--- config.mk ---
export PLATFORM = sky130hd
export DESIGN_NAME = wb_arbiter
export DESIGN_NICKNAME = d
export VERILOG_FILES = /design/src/rtl/wb_arbiter_pkg.sv /design/src/rtl/wb_fifo.sv /design/src/rtl/wb_arbiter.sv
export SDC_FILE = /design/constraint.sdc
export NUM_CORES = 1
export LEC_CHECK = 0
export CORE_MARGIN = 2
export CORE_UTILIZATION = 49
export CTS_CLUSTER_DIAMETER = 120
export DETAILED_ROUTE_END_ITERATION = 8
export PLACE_DENSITY_LB_ADDON = 0.08
export SYNTH_ARGS = -nofsm -noshare
export SYNTH_HDL_FRONTEND = slang
export SYNTH_SLANG_ARGS = --single-unit
--- constraint.sdc ---
create_clock -name in_Clk -period 5.76 [get_ports in_Clk]
set_input_delay 1.152 -clock in_Clk [delete_from_list [all_inputs] [get_ports in_Clk]]
set_output_delay 1.152 -clock in_Clk [all_outputs]
set_load 0.05 [all_outputs]
--- src/rtl/wb_arbiter_pkg.sv ---
// Shared core constants for the write-back path: data/address widths, the
// hard-wired zero register, and the write-back source encoding.
package wb_arbiter_pkg;

  localparam int WB_DATA_WIDTH = 64;
  localparam int WB_ADDR_WIDTH = 5;

  // Architectural register 0 is hard-wired; writes to it are dropped.
  localparam logic [WB_ADDR_WIDTH-1:0] REG_ZERO = '0;

  // Which producer drives the write port in a given cycle.
  typedef enum logic [1:0] {
    SRC_NONE = 2'd0,
    SRC_ALU  = 2'd1,
    SRC_FIFO = 2'd2,
    SRC_LSU  = 2'd3
  } wb_src_e;

endpackage

--- src/rtl/wb_fifo.sv ---
// Small FIFO holding long-latency write-back entries ({addr, data}) while the
// ALU owns the register-file write port. The head entry is read
// combinationally so a pop reaches the output register in the same cycle.
// Pointers wrap naturally because DEPTH is a power of two.
module wb_fifo #(
  parameter  int DEPTH = 2,
  parameter  int WIDTH = 69,
  localparam int PTR_W = (DEPTH > 1) ? $clog2(DEPTH) : 1,
  localparam int CNT_W = $clog2(DEPTH) + 1
) (
  input  logic             in_Clk,
  input  logic             in_Rst_N,
  input  logic             in_push,
  input  logic [WIDTH-1:0] in_push_data,
  input  logic             in_pop,
  output logic [WIDTH-1:0] out_head_data,
  output logic [CNT_W-1:0] out_count
);

  localparam logic [CNT_W-1:0] FULL_CNT = CNT_W'(DEPTH);

  logic [WIDTH-1:0] mem_q [DEPTH];
  logic [PTR_W-1:0] wr_ptr_q, wr_ptr_d;
  logic [PTR_W-1:0] rd_ptr_q, rd_ptr_d;
  logic [CNT_W-1:0] count_q, count_d;
  logic             push_ok, pop_ok;

  // Push into a full buffer or pop from an empty one is ignored outright.
  assign push_ok = in_push && (count_q < FULL_CNT);
  assign pop_ok  = in_pop  && (count_q != '0);

  // Pointer and occupancy next-state; push+pop together leaves count unchanged.
  always_comb begin
    wr_ptr_d = wr_ptr_q;
    rd_ptr_d = rd_ptr_q;
    count_d  = count_q;
    if (push_ok) wr_ptr_d = wr_ptr_q + PTR_W'(1);
    if (pop_ok)  rd_ptr_d = rd_ptr_q + PTR_W'(1);
    case ({push_ok, pop_ok})
      2'b10:   count_d = count_q + CNT_W'(1);
      2'b01:   count_d = count_q - CNT_W'(1);
      default: count_d = count_q;
    endcase
  end

  // Pointer and count registers; reset empties the buffer.
  always_ff @(posedge in_Clk or negedge in_Rst_N) begin
    if (!in_Rst_N) begin
      wr_ptr_q <= '0;
      rd_ptr_q <= '0;
      count_q  <= '0;
    end else begin
      wr_ptr_q <= wr_ptr_d;
      rd_ptr_q <= rd_ptr_d;
      count_q  <= count_d;
    end
  end

  // Entry storage; contents need no reset since count gates every read.
  always_ff @(posedge in_Clk) begin
    if (push_ok) mem_q[wr_ptr_q] <= in_push_data;
  end

  assign out_head_data = mem_q[rd_ptr_q];
  assign out_count     = count_q;

endmodule

--- src/rtl/wb_arbiter.sv ---
// Write-back arbiter: merges the single-cycle ALU result and long-latency
// (load / FPU-to-int) results onto one registered register-file write port.
// The ALU always wins; long-latency results wait in wb_fifo and drain in order.
// Optional build macro: WB_FORWARD_EN adds two read-port bypass comparators
// against the registered write port.
module wb_arbiter
  import wb_arbiter_pkg::*;
#(
  parameter  int DATA_WIDTH = WB_DATA_WIDTH,
  parameter  int ADDR_WIDTH = WB_ADDR_WIDTH,
  parameter  int FIFO_DEPTH = 2,
  localparam int CNT_W      = $clog2(FIFO_DEPTH) + 1
) (
  input  logic                  in_Clk,
  input  logic                  in_Rst_N,
  input  logic                  in_alu_valid,
  input  logic [ADDR_WIDTH-1:0] in_alu_addr,
  input  logic [DATA_WIDTH-1:0] in_alu_data,
  input  logic                  in_lsu_valid,
  output logic                  out_lsu_ready,
  input  logic [ADDR_WIDTH-1:0] in_lsu_addr,
  input  logic [DATA_WIDTH-1:0] in_lsu_data,
  output logic                  out_wb_en,
  output logic [ADDR_WIDTH-1:0] out_wb_addr,
  output logic [DATA_WIDTH-1:0] out_wb_data,
`ifdef WB_FORWARD_EN
  input  logic [ADDR_WIDTH-1:0] in_rd_addr_A,
  input  logic [ADDR_WIDTH-1:0] in_rd_addr_B,
  output logic                  out_fwd_hit_A,
  output logic                  out_fwd_hit_B,
  output logic [DATA_WIDTH-1:0] out_fwd_data_A,
  output logic [DATA_WIDTH-1:0] out_fwd_data_B,
`endif
  output logic [CNT_W-1:0]      out_fifo_count
);

  localparam int                    ENTRY_W   = ADDR_WIDTH + DATA_WIDTH;
  localparam logic [CNT_W-1:0]      FULL_CNT  = CNT_W'(FIFO_DEPTH);
  localparam logic [ADDR_WIDTH-1:0] ZERO_ADDR = ADDR_WIDTH'(REG_ZERO);

  logic [CNT_W-1:0]      fifo_count;
  logic [ENTRY_W-1:0]    fifo_head;
  logic                  fifo_empty;
  logic                  fifo_push;
  logic                  fifo_pop;
  logic                  lsu_ready;
  logic                  lsu_xfer;
  logic                  lsu_live;
  logic                  alu_take;
  wb_src_e               src;

  logic                  wb_en_q,   wb_en_d;
  logic [ADDR_WIDTH-1:0] wb_addr_q, wb_addr_d;
  logic [DATA_WIDTH-1:0] wb_data_q, wb_data_d;

  // Ready depends only on registered occupancy, so a full buffer refuses
  // even in a cycle where it is also being popped.
  assign fifo_empty = (fifo_count == '0);
  assign lsu_ready  = (fifo_count < FULL_CNT);
  assign lsu_xfer   = in_lsu_valid && lsu_ready;

  // Register-0 results are dead: ALU counts as idle, LSU handshakes but is dropped.
  assign alu_take = in_alu_valid && (in_alu_addr != ZERO_ADDR);
  assign lsu_live = lsu_xfer && (in_lsu_addr != ZERO_ADDR);

  // Pick the write-back source: ALU, then oldest buffered entry, then a bypassing LSU result.
  always_comb begin
    src = SRC_NONE;
    if (alu_take) begin
      src = SRC_ALU;
    end else if (!fifo_empty) begin
      src = SRC_FIFO;
    end else if (lsu_live) begin
      src = SRC_LSU;
    end
  end

  // A live LSU result that does not go straight out joins the tail, keeping order.
  assign fifo_pop  = (src == SRC_FIFO);
  assign fifo_push = lsu_live && (src != SRC_LSU);

  wb_fifo #(
    .DEPTH (FIFO_DEPTH),
    .WIDTH (ENTRY_W)
  ) u_wb_fifo (
    .in_Clk        (in_Clk),
    .in_Rst_N      (in_Rst_N),
    .in_push       (fifo_push),
    .in_push_data  ({in_lsu_addr, in_lsu_data}),
    .in_pop        (fifo_pop),
    .out_head_data (fifo_head),
    .out_count     (fifo_count)
  );

  // Next write-port value; address and data hold when nothing is written.
  always_comb begin
    wb_en_d   = 1'b0;
    wb_addr_d = wb_addr_q;
    wb_data_d = wb_data_q;
    unique case (src)
      SRC_ALU: begin
        wb_en_d   = 1'b1;
        wb_addr_d = in_alu_addr;
        wb_data_d = in_alu_data;
      end
      SRC_FIFO: begin
        wb_en_d                = 1'b1;
        {wb_addr_d, wb_data_d} = fifo_head;
      end
      SRC_LSU: begin
        wb_en_d   = 1'b1;
        wb_addr_d = in_lsu_addr;
        wb_data_d = in_lsu_data;
      end
      SRC_NONE: begin
        wb_en_d = 1'b0;
      end
    endcase
  end

  // Registered register-file write port.
  always_ff @(posedge in_Clk or negedge in_Rst_N) begin
    if (!in_Rst_N) begin
      wb_en_q   <= 1'b0;
      wb_addr_q <= '0;
      wb_data_q <= '0;
    end else begin
      wb_en_q   <= wb_en_d;
      wb_addr_q <= wb_addr_d;
      wb_data_q <= wb_data_d;
    end
  end

  assign out_lsu_ready  = lsu_ready;
  assign out_wb_en      = wb_en_q;
  assign out_wb_addr    = wb_addr_q;
  assign out_wb_data    = wb_data_q;
  assign out_fifo_count = fifo_count;

`ifdef WB_FORWARD_EN
  // Bypass: a read port matching the in-flight write sees its data this cycle.
  assign out_fwd_hit_A  = wb_en_q && (in_rd_addr_A == wb_addr_q) && (in_rd_addr_A != ZERO_ADDR);
  assign out_fwd_hit_B  = wb_en_q && (in_rd_addr_B == wb_addr_q) && (in_rd_addr_B != ZERO_ADDR);
  assign out_fwd_data_A = wb_data_q;
  assign out_fwd_data_B = wb_data_q;
`endif

endmodule

==> results.md <==
- Max-Cap Viols: 0
- Top cell type's share of synthesized area: between 40 and 50%
- Area contributors post-synth: edfxtp_1 (46%), dfrtp_1 (21%), mux2i_1 (4.8%)
- Post_cts resized: 0
- Synth warn: 0
- Setup TNS: 0 ns
- Status: completed
- Syn Inst Count: 640
- Ys async rst share: 34.9%
- Setup crit start kind: primary input
- TritonCTS clock tree: done
- HPWL Detailed: about 13 mm
- Vias in the first global route: about 6.7k
- Power Density: approximately 500 nW/um^2
- PnR Total Power: ~5.9 mW
- Static leakage: about 4.4 nW
- Yosys top cell by area: edfxtp_1
- Die area: 19400 sq um
- Worst Path Class, Setup: primary input to flop
- Setup violators final: 0
- Routed WL per cell: roughly 20 um
- Final Hold Fails: 0
- Unrepaired setup endpoints after global routing: false
- Flop and latch count out of synthesis: ~210
- Post-Synthesis Net Count: approximately 800
- Die span in x: about 140 um
- Initial Util: about half
- Root buf cell: clkbuf_16
- FILL cells: approximately 1.3k
- CP Max Fanout: about 50
- DR DRC count: 0
- Reg area: 6000 sq um
- H-tree depth: 1
- Post-route ant nets: 0
- Fin nets: a little under 1k
- Die height: 139 um
- Share of layout cells above drive strength 1: roughly 7.0%
- CP Capture Type: flop
- Initial antenna violation count: 0
- Ys flop type: edfxtp_1
- Register area share after synthesis: 66.8%
- Routed WL: roughly 22 mm
- Row count: 49
- Worst rel slew slack: between 10% and 20%
- Clk slew on worst S/H paths: around 0.070 ns
- Maximum VDD drop: between 0.3 and 0.4 mV
- Fmax: about 250 MHz
- Post-layout minimum cycle time: between 3 and 4 ns
- Setup bufs post-CTS: 0
- N_diodes: 0
- RD Place Congestion: around 0.76
- WP data arrival: approximately 4.1 ns
- Worst skew pair latency: 0.50 ns
- First-pass iteration count of the detailed router: 5
- Initial DRC Count: approximately 400
- Max Buffers Root-to-Sink: 3
- Grt ovf: 0
- Clk_skew: between 0.01 and 0.015 ns
- Critical path data required time: between 5 and 6 ns
- Period utilisation layout: roughly 70%
- Global-route total usage across every layer: between 20% and 30%
- Via density: 5.91
- Clock buffer count from CTS: 22
- Worst hold path class: flop to flop
- Largest net degree at the start of global routing: around 110
- PortBufs: about 210
- Number of synthesized flops with an enable pin: between 100 and 150
- First-pass GRT wire length: between 30 and 40 mm
- CTS Hold Bufs: 0
- Avg Cell Area, Syn: roughly 14 sq um
- Netlist cell types: 34
- IO Pins: 215
- Total number of vias: around 6.3k
- Post-Syn Area: 8980 sq um
- Sink Count: approximately 210
- Max-slew violations: 0
- Area delta synth->final: 33.6%
- Core ar.: ~18000 sq um
- Multi-input gate area: 2700 sq um
- Worst-margin pin slew: between 1 and 1.5 ns
[area by class of cell]
type | instances | area share (%)
flip-flops and latches | 212 | 50.0
multi-input cells | 365 | 22.5
repair buffers | 221 | 18.5
clock buffers | 26 | 4.97
well taps | 229 | 2.39
clock inverters | 14 | 1.55
inverters | 3 | 0.0939
[metrics by stage]
stage / instances / instance area (sq um) / worst slack [ns] / hold slack, ns / utilization, %
CTS: 1070 / 12000 / 1.84 / 0.507 / 66.8
finish: 1070 / 12000 / 1.82 / 0.504 / 66.8
global placement: 1030 / 11200 / 1.44 / 0.495 / 62.4
global route: 1070 / 12000 / 1.70 / 0.525 / 66.8
floorplan: 640 / 8980 / 0.544 / 0.468 / -
detailed placement: 1030 / 11200 / 1.33 / 0.484 / 62.4
[final timing paths]
| path | to | slack [ns] | start | cells past startpoint |
|---|---|---|---|---|
| setup / recovery | u_wb_fifo.mem_q[0][40] | 1.82 | in_lsu_addr[0] | 6 |
| hold / removal | out_wb_data[8] | 0.50 | out_wb_data[8] | 1 |
| setup reg to reg | out_wb_data[8] | 3.14 | u_wb_fifo.rd_ptr_q | 5 |
| hold reg to reg | out_wb_data[8] | 0.50 | out_wb_data[8] | 1 |
| max in group asynchronous | u_wb_fifo.rd_ptr_q | 4.20 | in_Rst_N | 1 |
| min in group asynchronous | out_wb_data[24] | 0.82 | in_Rst_N | 1 |
[Yosys cell counts (2+ instances only)]
cell type,count
a221o_1,27
xnor2_1,4
or2_2,2
edfxtp_1,138
buf_1,6
o2111ai_1,26
nand2b_1,26
dfrtp_1,74
o311ai_1,4
o211ai_1,26
inv_1,2
o311ai_0,37
nand2_1,82
clkbuf_1,32
a21oi_1,27
nor2_1,7
buf_2,14
mux2i_1,43
buf_6,8
a2bb2oi_1,41
[placed cells by master, fill, tap and decap left out, types with 4 or more instances in the layout]
cell             Yosys  final
a21oi_1             27     27
a221o_1             27     27
a2bb2oi_1           41     41
buf_4                0      6
bufinv_16            0      4
clkbuf_16            0     23
clkdlybuf4s50_1      0    213
clkinv_2             0      5
dfrtp_1             74     73
edfxtp_1           138    138
mux2i_1             43     43
nand2_1             82     82
nand2b_1            26     26
nor2_1               7      4
o2111ai_1           26     26
o211ai_1            26     26
o311ai_0            37     37
o311ai_1             4      4
xnor2_1              4      4
[state kept, by name, summed over array words and instances (netlist names)]
name,cells
out_wb_data,64
u_wb_fifo.mem_q,138
u_wb_fifo.out_count,2
out_wb_en,1
u_wb_fifo.wr_ptr_q,1
u_wb_fifo.rd_ptr_q,1
out_wb_addr,5
[cell families (layout without fill, tap and decap cells)]
kind of cell | after synthesis | after routing | synth area share (%)
compound gates | 196 | 196 | 18.3
mux | 43 | 43 | 4.79
fa+ha+maj | 1 | 1 | 0.139
xor+xnor | 5 | 5 | 0.488
flops | 212 | 212 | 66.8
simple gates | 120 | 120 | 5.99
buf+inv | 63 | 264 | 3.50
[power breakdown]
group	switching (mW)	internal, mW	leakage (nW)
Combinational	1.43	0.842	1.87
Clock	0.581	0.926	0.382
Sequential	0.187	1.98	2.14
[metal layers]
| metal | up-vias | part of all wire [%] | global-route usage (%) |
|---|---|---|---|
| met5 | - | 0 | 0 |
| li1 | 2922 | - | - |
| met1 | 3131 | 43 | 30.8 |
| met2 | 238 | 48 | 37.0 |
| met3 | 36 | 6.6 | 4.54 |
| met4 | 0 | 2.3 | 6.59 |
[worst max-delay path, cell delays in order]
cell and delay (ns):
clkdlybuf4s50_1 0.55, or3_1 0.98, o21a_4 0.25, o211ai_2 0.20, nor2_4 0.57, buf_12 0.36
(Power assumes the default switching activity.)
